--- src/rtl/dram_arbiter.sv ---
// Two-port arbiter for a single-outstanding DRAM word port. The winner is latched,
// issued once, and tracked through busy/valid with a timeout before its owner is acked.
module dram_arbiter #(
  parameter int unsigned PRIO_MODE   = 0,
  parameter int unsigned TIMEOUT_CYC = 4096
) (
  input  logic        clk,
  input  logic        rst,
  input  logic        calib_done,
  input  logic        p0_req,
  input  logic [31:0] p0_addr,
  input  logic [31:0] p0_wdata,
  input  logic [3:0]  p0_we,
  output logic        p0_ack,
  output logic [31:0] p0_rdata,
  input  logic        p1_req,
  input  logic [31:0] p1_addr,
  input  logic [31:0] p1_wdata,
  input  logic [3:0]  p1_we,
  output logic        p1_ack,
  output logic [31:0] p1_rdata,
  output logic        dram_oe,
  output logic [31:0] dram_addr,
  output logic [31:0] dram_wdata,
  output logic [3:0]  dram_we,
  input  logic [31:0] dram_rdata,
  input  logic        dram_valid,
  input  logic        dram_busy,
  output logic        err
);
  typedef enum logic [1:0] {IDLE, ISSUE, WAIT, ACK} state_e;

  localparam logic [15:0] TMO_LAST = 16'(TIMEOUT_CYC - 1);

  state_e      state_q, state_d;
  logic        oe_q, wr_q, owner_q, last_q, err_q, ack0_q, ack1_q;
  logic [31:0] addr_q, wdata_q, rdata0_q, rdata1_q;
  logic [3:0]  we_q;
  logic [15:0] cnt_q;

  logic        grant, win, done, tmo;
  logic [31:0] sel_addr, sel_wdata;
  logic [3:0]  sel_we;

  always_comb begin
    state_d = state_q;
    grant   = 1'b0;
    win     = 1'b0;
    done    = 1'b0;
    tmo     = 1'b0;
    case (state_q)
      IDLE: begin
        grant = calib_done && !dram_busy && (p0_req || p1_req);
        // On contention round-robin favours the port not granted last.
        if (p0_req && p1_req) win = (PRIO_MODE == 1) ? 1'b0 : ~last_q;
        else                  win = !p0_req;
        if (grant) state_d = ISSUE;
      end
      ISSUE: state_d = WAIT;
      WAIT: begin
        done = wr_q ? !dram_busy : dram_valid;
        tmo  = !done && (cnt_q == TMO_LAST);
        if (done || tmo) state_d = ACK;
      end
      ACK:     state_d = IDLE;
      default: state_d = IDLE;
    endcase
  end

  assign sel_addr  = win ? p1_addr  : p0_addr;
  assign sel_wdata = win ? p1_wdata : p0_wdata;
  assign sel_we    = win ? p1_we    : p0_we;

  // The dram_* output registers double as the latched request; they only load on grant.
  always_ff @(posedge clk) begin
    if (rst) begin
      state_q  <= IDLE;
      oe_q     <= 1'b0;
      addr_q   <= '0;
      wdata_q  <= '0;
      we_q     <= '0;
      wr_q     <= 1'b0;
      owner_q  <= 1'b0;
      last_q   <= 1'b1;
      cnt_q    <= '0;
      ack0_q   <= 1'b0;
      ack1_q   <= 1'b0;
      rdata0_q <= '0;
      rdata1_q <= '0;
      err_q    <= 1'b0;
    end else begin
      state_q <= state_d;
      oe_q    <= grant;
      ack0_q  <= (done || tmo) && !owner_q;
      ack1_q  <= (done || tmo) && owner_q;
      if (grant) begin
        owner_q <= win;
        last_q  <= win;
        addr_q  <= sel_addr;
        wdata_q <= sel_wdata;
        wr_q    <= sel_we[0];
        we_q    <= sel_we[0] ? sel_we : 4'b0000;
      end
      if (state_q == ISSUE)     cnt_q <= '0;
      else if (state_q == WAIT) cnt_q <= cnt_q + 16'd1;
      if (done && !wr_q) begin
        if (owner_q) rdata1_q <= dram_rdata;
        else         rdata0_q <= dram_rdata;
      end
      if (tmo) begin
        err_q <= 1'b1;
        if (owner_q) rdata1_q <= '0;
        else         rdata0_q <= '0;
      end
    end
  end

  assign dram_oe    = oe_q;
  assign dram_addr  = addr_q;
  assign dram_wdata = wdata_q;
  assign dram_we    = we_q;
  assign p0_ack     = ack0_q;
  assign p1_ack     = ack1_q;
  assign p0_rdata   = rdata0_q;
  assign p1_rdata   = rdata1_q;
  assign err        = err_q;
endmodule
--- config.mk ---
export PLATFORM = sky130hd
export DESIGN_NAME = dram_arbiter
export DESIGN_NICKNAME = d
export VERILOG_FILES = /design/src/rtl/dram_arbiter.sv
export SDC_FILE = /design/constraint.sdc
export NUM_CORES = 1
export LEC_CHECK = 0
export CORE_UTILIZATION = 26
export DETAILED_ROUTE_END_ITERATION = 6
export GPL_TIMING_DRIVEN = 0
export PLACE_DENSITY = 0.66
export SLEW_MARGIN = 30
export SYNTH_ARGS = -nofsm -noshare
export SYNTH_HDL_FRONTEND = slang
export SYNTH_SLANG_ARGS = --single-unit
--- constraint.sdc ---
create_clock -name clk -period 2.3 [get_ports clk]
set_input_delay 0.345 -clock clk [delete_from_list [all_inputs] [get_ports clk]]
set_output_delay 0.345 -clock clk [all_outputs]
set_load 0.02 [all_outputs]
Yosys cells after proc, flatten, opt, wreduce, memory -nomap -nowiden:

Index checks and enable logic that the tools add are counted.

* word-level logic and storage cells: 61
* flip-flop bits (word level): 157
* input port bits: 175

* multiplexer cells: 21
* equality and inequality tests: 6
* bitwise gates (word level): 1
* $add $sub $neg: 1
* reductions and logical operators: 18

Operator list (count)
* 32-bit 2-to-1 mux: 10
* 16-bit by 1-bit adder with 16-bit output (second input constant): 1
* 16-bit by 12-bit == test with 1-bit output (second input constant): 1
* 4-bit 2-to-1 mux: 2
* 2-bit case mux with 4 select lines: 1
* 1-bit logical AND: 7
* 1-bit 2-to-1 mux: 6
* 1-bit logical NOT: 5
* 2-bit == test (second input constant): 2
* 2-bit 2-to-1 mux: 2
* 2-bit != test (second input constant): 2
* 1-bit logical OR: 3
* 2-bit by 1-bit == test with 1-bit output (second input constant): 1
* 2-bit logical NOT: 1
* 2-bit AND reduction: 1
* 2-bit OR reduction: 1
* 1-bit NOT: 1

Longest topological paths before layout:

* depth after elaboration: 7
* depth in mapped cells: 8
* mapped depth without buffers: 6

Worst setup path after synthesis:

OpenSTA, ideal clock, no wires.

* kind: register -> register
* from: reg state_q[0]
* to: reg with a tool-made name
* required time: 2239 ps
* buffers on the path: 2
* library setup time: 61 ps
* stages on the path, launching flop included: 8
* arrival time: 1682 ps
* clock period less this slack: 1743 ps
* setup slack: 557 ps
* cells stage by stage: dfxtp_1 -> inv_1 -> ha_1 -> buf_2 -> and3b_1 -> o21ai_1 -> clkbuf_1 -> a32o_1

RTL lines
* start: declaration: line 35 `state_e state_q, state_d;`
* start signal: assignment: line 92 `state_q <= state_d;`

==> impl_metrics.ini <==
[setup_path]
timing_worst_setup_path_type = reg -> reg
reg_to_reg_startpoint = state_q[0]$_SDFFE_PP0P_
worst-path-stages = 7
critPathArrivalTime_ns = 2.51
critPathRequiredTime_ns = 2.67
ff2ff_setup_slack_ns = 0.16
timing.critical_path.cells = inv_1 -> ha_1 -> buf_2 -> and3b_1 -> o21ai_1 -> buf_1 -> a32o_1
critPathLaunch = state_q[0]$_SDFFE_PP0P_
ff_to_ff_path_depth = 7
end_kind = flop
slowest_stage = buf_1
worstPathBufferInverterCount = 3
timing.critical_path.from_type = flop
critical-path-max-stage-delay_ns = 0.43
critical-path-top-delay-family = buffers and inverters
cp_max_fo = 10

[timing]
rsz_0062_raised_after_global_routing = no
fin_hold_ws_ns = 0.4486
setup_total_negative_slack_ns = 0
timing.max_slew.rel_slack_pct = 62.44
final-max-slew-violation-count = 0
finalSetupViolCount = 0
actual_slew_at_the_worst_max_slew_pin_ns = 0.5634
layout_min_cycle_time_ns = 2.141
final.period_utilization_pct = 93.08
final.setup_skew_ns = 0.01066
layout_setup_ws_ns = 0.1593
achievable-frequency_mhz = 467.1
report.final.hold_viol_count = 0

[global_routing]
via_count_of_the_first_global_routing_pass = 6040
antenna_found_initial = 0
grtUsageTotal_pct = 18.02
grt-ovfl-total = 0
pin_count_of_the_biggest_net_entering_global_routing = 17
grt_first_pass_wirelength_um = 33300

[power]
cellPowerDensity_nw_per_um2 = 804.8
ir_worst_vdd_mv = 0.4693
power.combinational.fraction_pct = 24.3
total_switching_power_mw = 2.423
cell_internal_pwr_mw = 5.651
power.static_leakage_nw = 3.575
switching_share_pct = 30.01
fin_total_pwr_mw = 8.074
share_seq_of_total_power_pct = 38.1
pwr-share-clk_pct = 37.6

[clocking]
ctsLongestPathBuffers = 2
h-tree-depth = 4
tritoncts = done
clock_latency_ns = 0.43
inserted_clock_buffers = 17
cts.hold.buffers_added = 0
clkSlewWorstSetupHoldPaths_ns = 0.07
tritoncts_num_sinks = 156
clk_tree_root_cell = clkbuf_16

[synthesis]
avgSynthCellArea_sq_um = 9.816
ys_types = 43
ys_seq_elements = 156
mappedNetlistArea_sq_um = 5948
synth_sequential_area_ratio_pct = 52.50
synthesis.nets = 785
syn-instance-count = 606
yosys_warnings = 0

[final_layout]
insertedDiodeCount = 0
multi_input_area_sq_um = 2509
sequential_standard_cell_area_sq_um = 3123
drive_gt1_share_pct = 7.173
layout_commonest_cell = clkdlybuf4s50_1
nFillCells = 2105
finalNonFillerCells = 1228
flow.area_growth_from_synthesis_pct = 68.66
nNetsFinal = 1114
layout_common_cells = clkdlybuf4s50_1, dfxtp_1, a32o_1

[worst_hold_path]
hp-class = reg -> reg

[detailed_routing]
firstDrtPassIters = 4
vias_per_cell = 4.977
wl_per_cell_um = 17.17
final_antenna_net_count = 0
drc = 0
num_vias = 6112
wirelength_um = 21090
dr.first_iter.drc_count = 295

[die]
floorplan.die.width_um = 153.3
floorplan.die_area_sq_um = 23490
num_io_pins = 311
initial_cell_density_of_the_core_pct = 26.92
fp.dieH_um = 153.3
rows = 54
coreArea_sq_um = 22090

[placement]
placement.io_buffers = 310
detailed_place_hpwl_um = 15620
gp_congestion = 0.7807
numPlacedInstances = 1196
dp_worst_setup_slack_ns = -0.5068

[run_status]
run_status = completed

[flow_run]
drv_cap = 0
worst min path at each step:
stage / startpoint / end / cells after the start
after floorplan: last_q$_SDFFE_PP1P_ / last_q$_SDFFE_PP1P_ / 2
after global placement: dram_wdata[21]$_SDFFE_PP0P_ / dram_wdata[21]$_SDFFE_PP0P_ / 2
after detailed placement: dram_wdata[31]$_SDFFE_PP0P_ / dram_wdata[31]$_SDFFE_PP0P_ / 2
after CTS: dram_wdata[31]$_SDFFE_PP0P_ / dram_wdata[31]$_SDFFE_PP0P_ / 2
after global routing: dram_addr[31]$_SDFFE_PP0P_ / dram_addr[31]$_SDFFE_PP0P_ / 2
final: dram_wdata[31]$_SDFFE_PP0P_ / dram_wdata[31]$_SDFFE_PP0P_ / 2
cells by family (layout without fill, tap and decap cells):
family,Yosys count,count (layout),share of synthesized area [%]
AOI/OAI and AO/OA,181,181,23.83
adders and majority gates,4,4,0.8414
buffers and inverters,63,405,5.322
and+or+nand+nor,188,188,15.36
xor gates and xnor gates,10,10,1.472
DFF,156,156,52.50
muxes,4,4,0.6731
cell type report:
class	instances	area share, %
clock inverters	15	1.971
well taps	280	3.492
inverters	5	0.1871
multi-input cells	387	25.01
clock buffers	17	4.240
plain buffers	58	3.043
flip-flops and latches	156	31.13
repair buffers	310	30.93
repair_timing:
item	in CTS	in global routing
buffers inserted	0	0
hold endpoints to repair	0	0
setup endpoints to repair	20	33
pin swaps	0	0
gates resized for setup	1	8
worst register-to-register path: stages (launching register included):
cell and delay [ns]:
dfxtp_1 0.38, inv_1 0.08, ha_1 0.20, buf_2 0.19, and3b_1 0.23, o21ai_1 0.33, buf_1 0.43, a32o_1 0.25
layer usage:
| metal | track usage [%] | vias up | routed length (um) |
|---|---|---|---|
| met4 | 5.676 | 0 | 380 |
| met5 | 0 | - | 0 |
| met2 | 29.25 | 245 | 9858 |
| li1 | - | 2970 | - |
| met3 | 5.869 | 26 | 1514 |
| met1 | 22.50 | 2871 | 9335 |
cell usage after synthesis (all sizes together):
master	n	share of area, %
o21a	1	0.13
nand4	6	0.63
nor3	41	3.4
o221ai	27	4.0
o311ai	3	0.44
and3b	2	0.29
o2111ai	1	0.15
or2	4	0.42
o22ai	38	4.0
xnor2	5	0.74
o41ai	2	0.29
a211o	1	0.15
nor2b	1	0.11
o211ai	2	0.25
nand3b	4	0.93
mux2i	4	0.67
dfxtp	156	53
and4	3	0.44
a32o	62	10
nand2	41	2.6
clkbuf	32	2.0
nand3	9	0.76
a21oi	33	2.8
nor4b	1	0.25
ha	4	0.84
or3	5	0.53
nor2	61	3.8
buf	26	3.0
o2bb2ai	3	0.44
a31o	2	0.29
nand2b	4	0.42
and4b	1	0.17
o21ai	6	0.50
and2	1	0.11
nor4	1	0.11
inv	5	0.32
xor2	5	0.74
and3	3	0.32
metrics by stage:
step / util [%] / area, sq um
6_report: 45.41 / 10030
5_1_grt: 45.41 / 10030
4_1_cts: 45.38 / 10030
3_5_place_dp: 42.55 / 9402
3_3_place_gp: 42.55 / 9402
2_1_floorplan: - / 5948
power by group through the flow:
stage          sequential (mW)  combinational [mW]  clock [mW]
2_1_floorplan             3.39               0.700           0
3_3_place_gp              3.13                1.96           0
3_5_place_dp              3.14                1.97           0
4_1_cts                   3.08                1.98        3.12
5_1_grt                   3.11                2.12        3.23
6_report                  3.08                1.96        3.03
(Power assumes the default switching activity.)
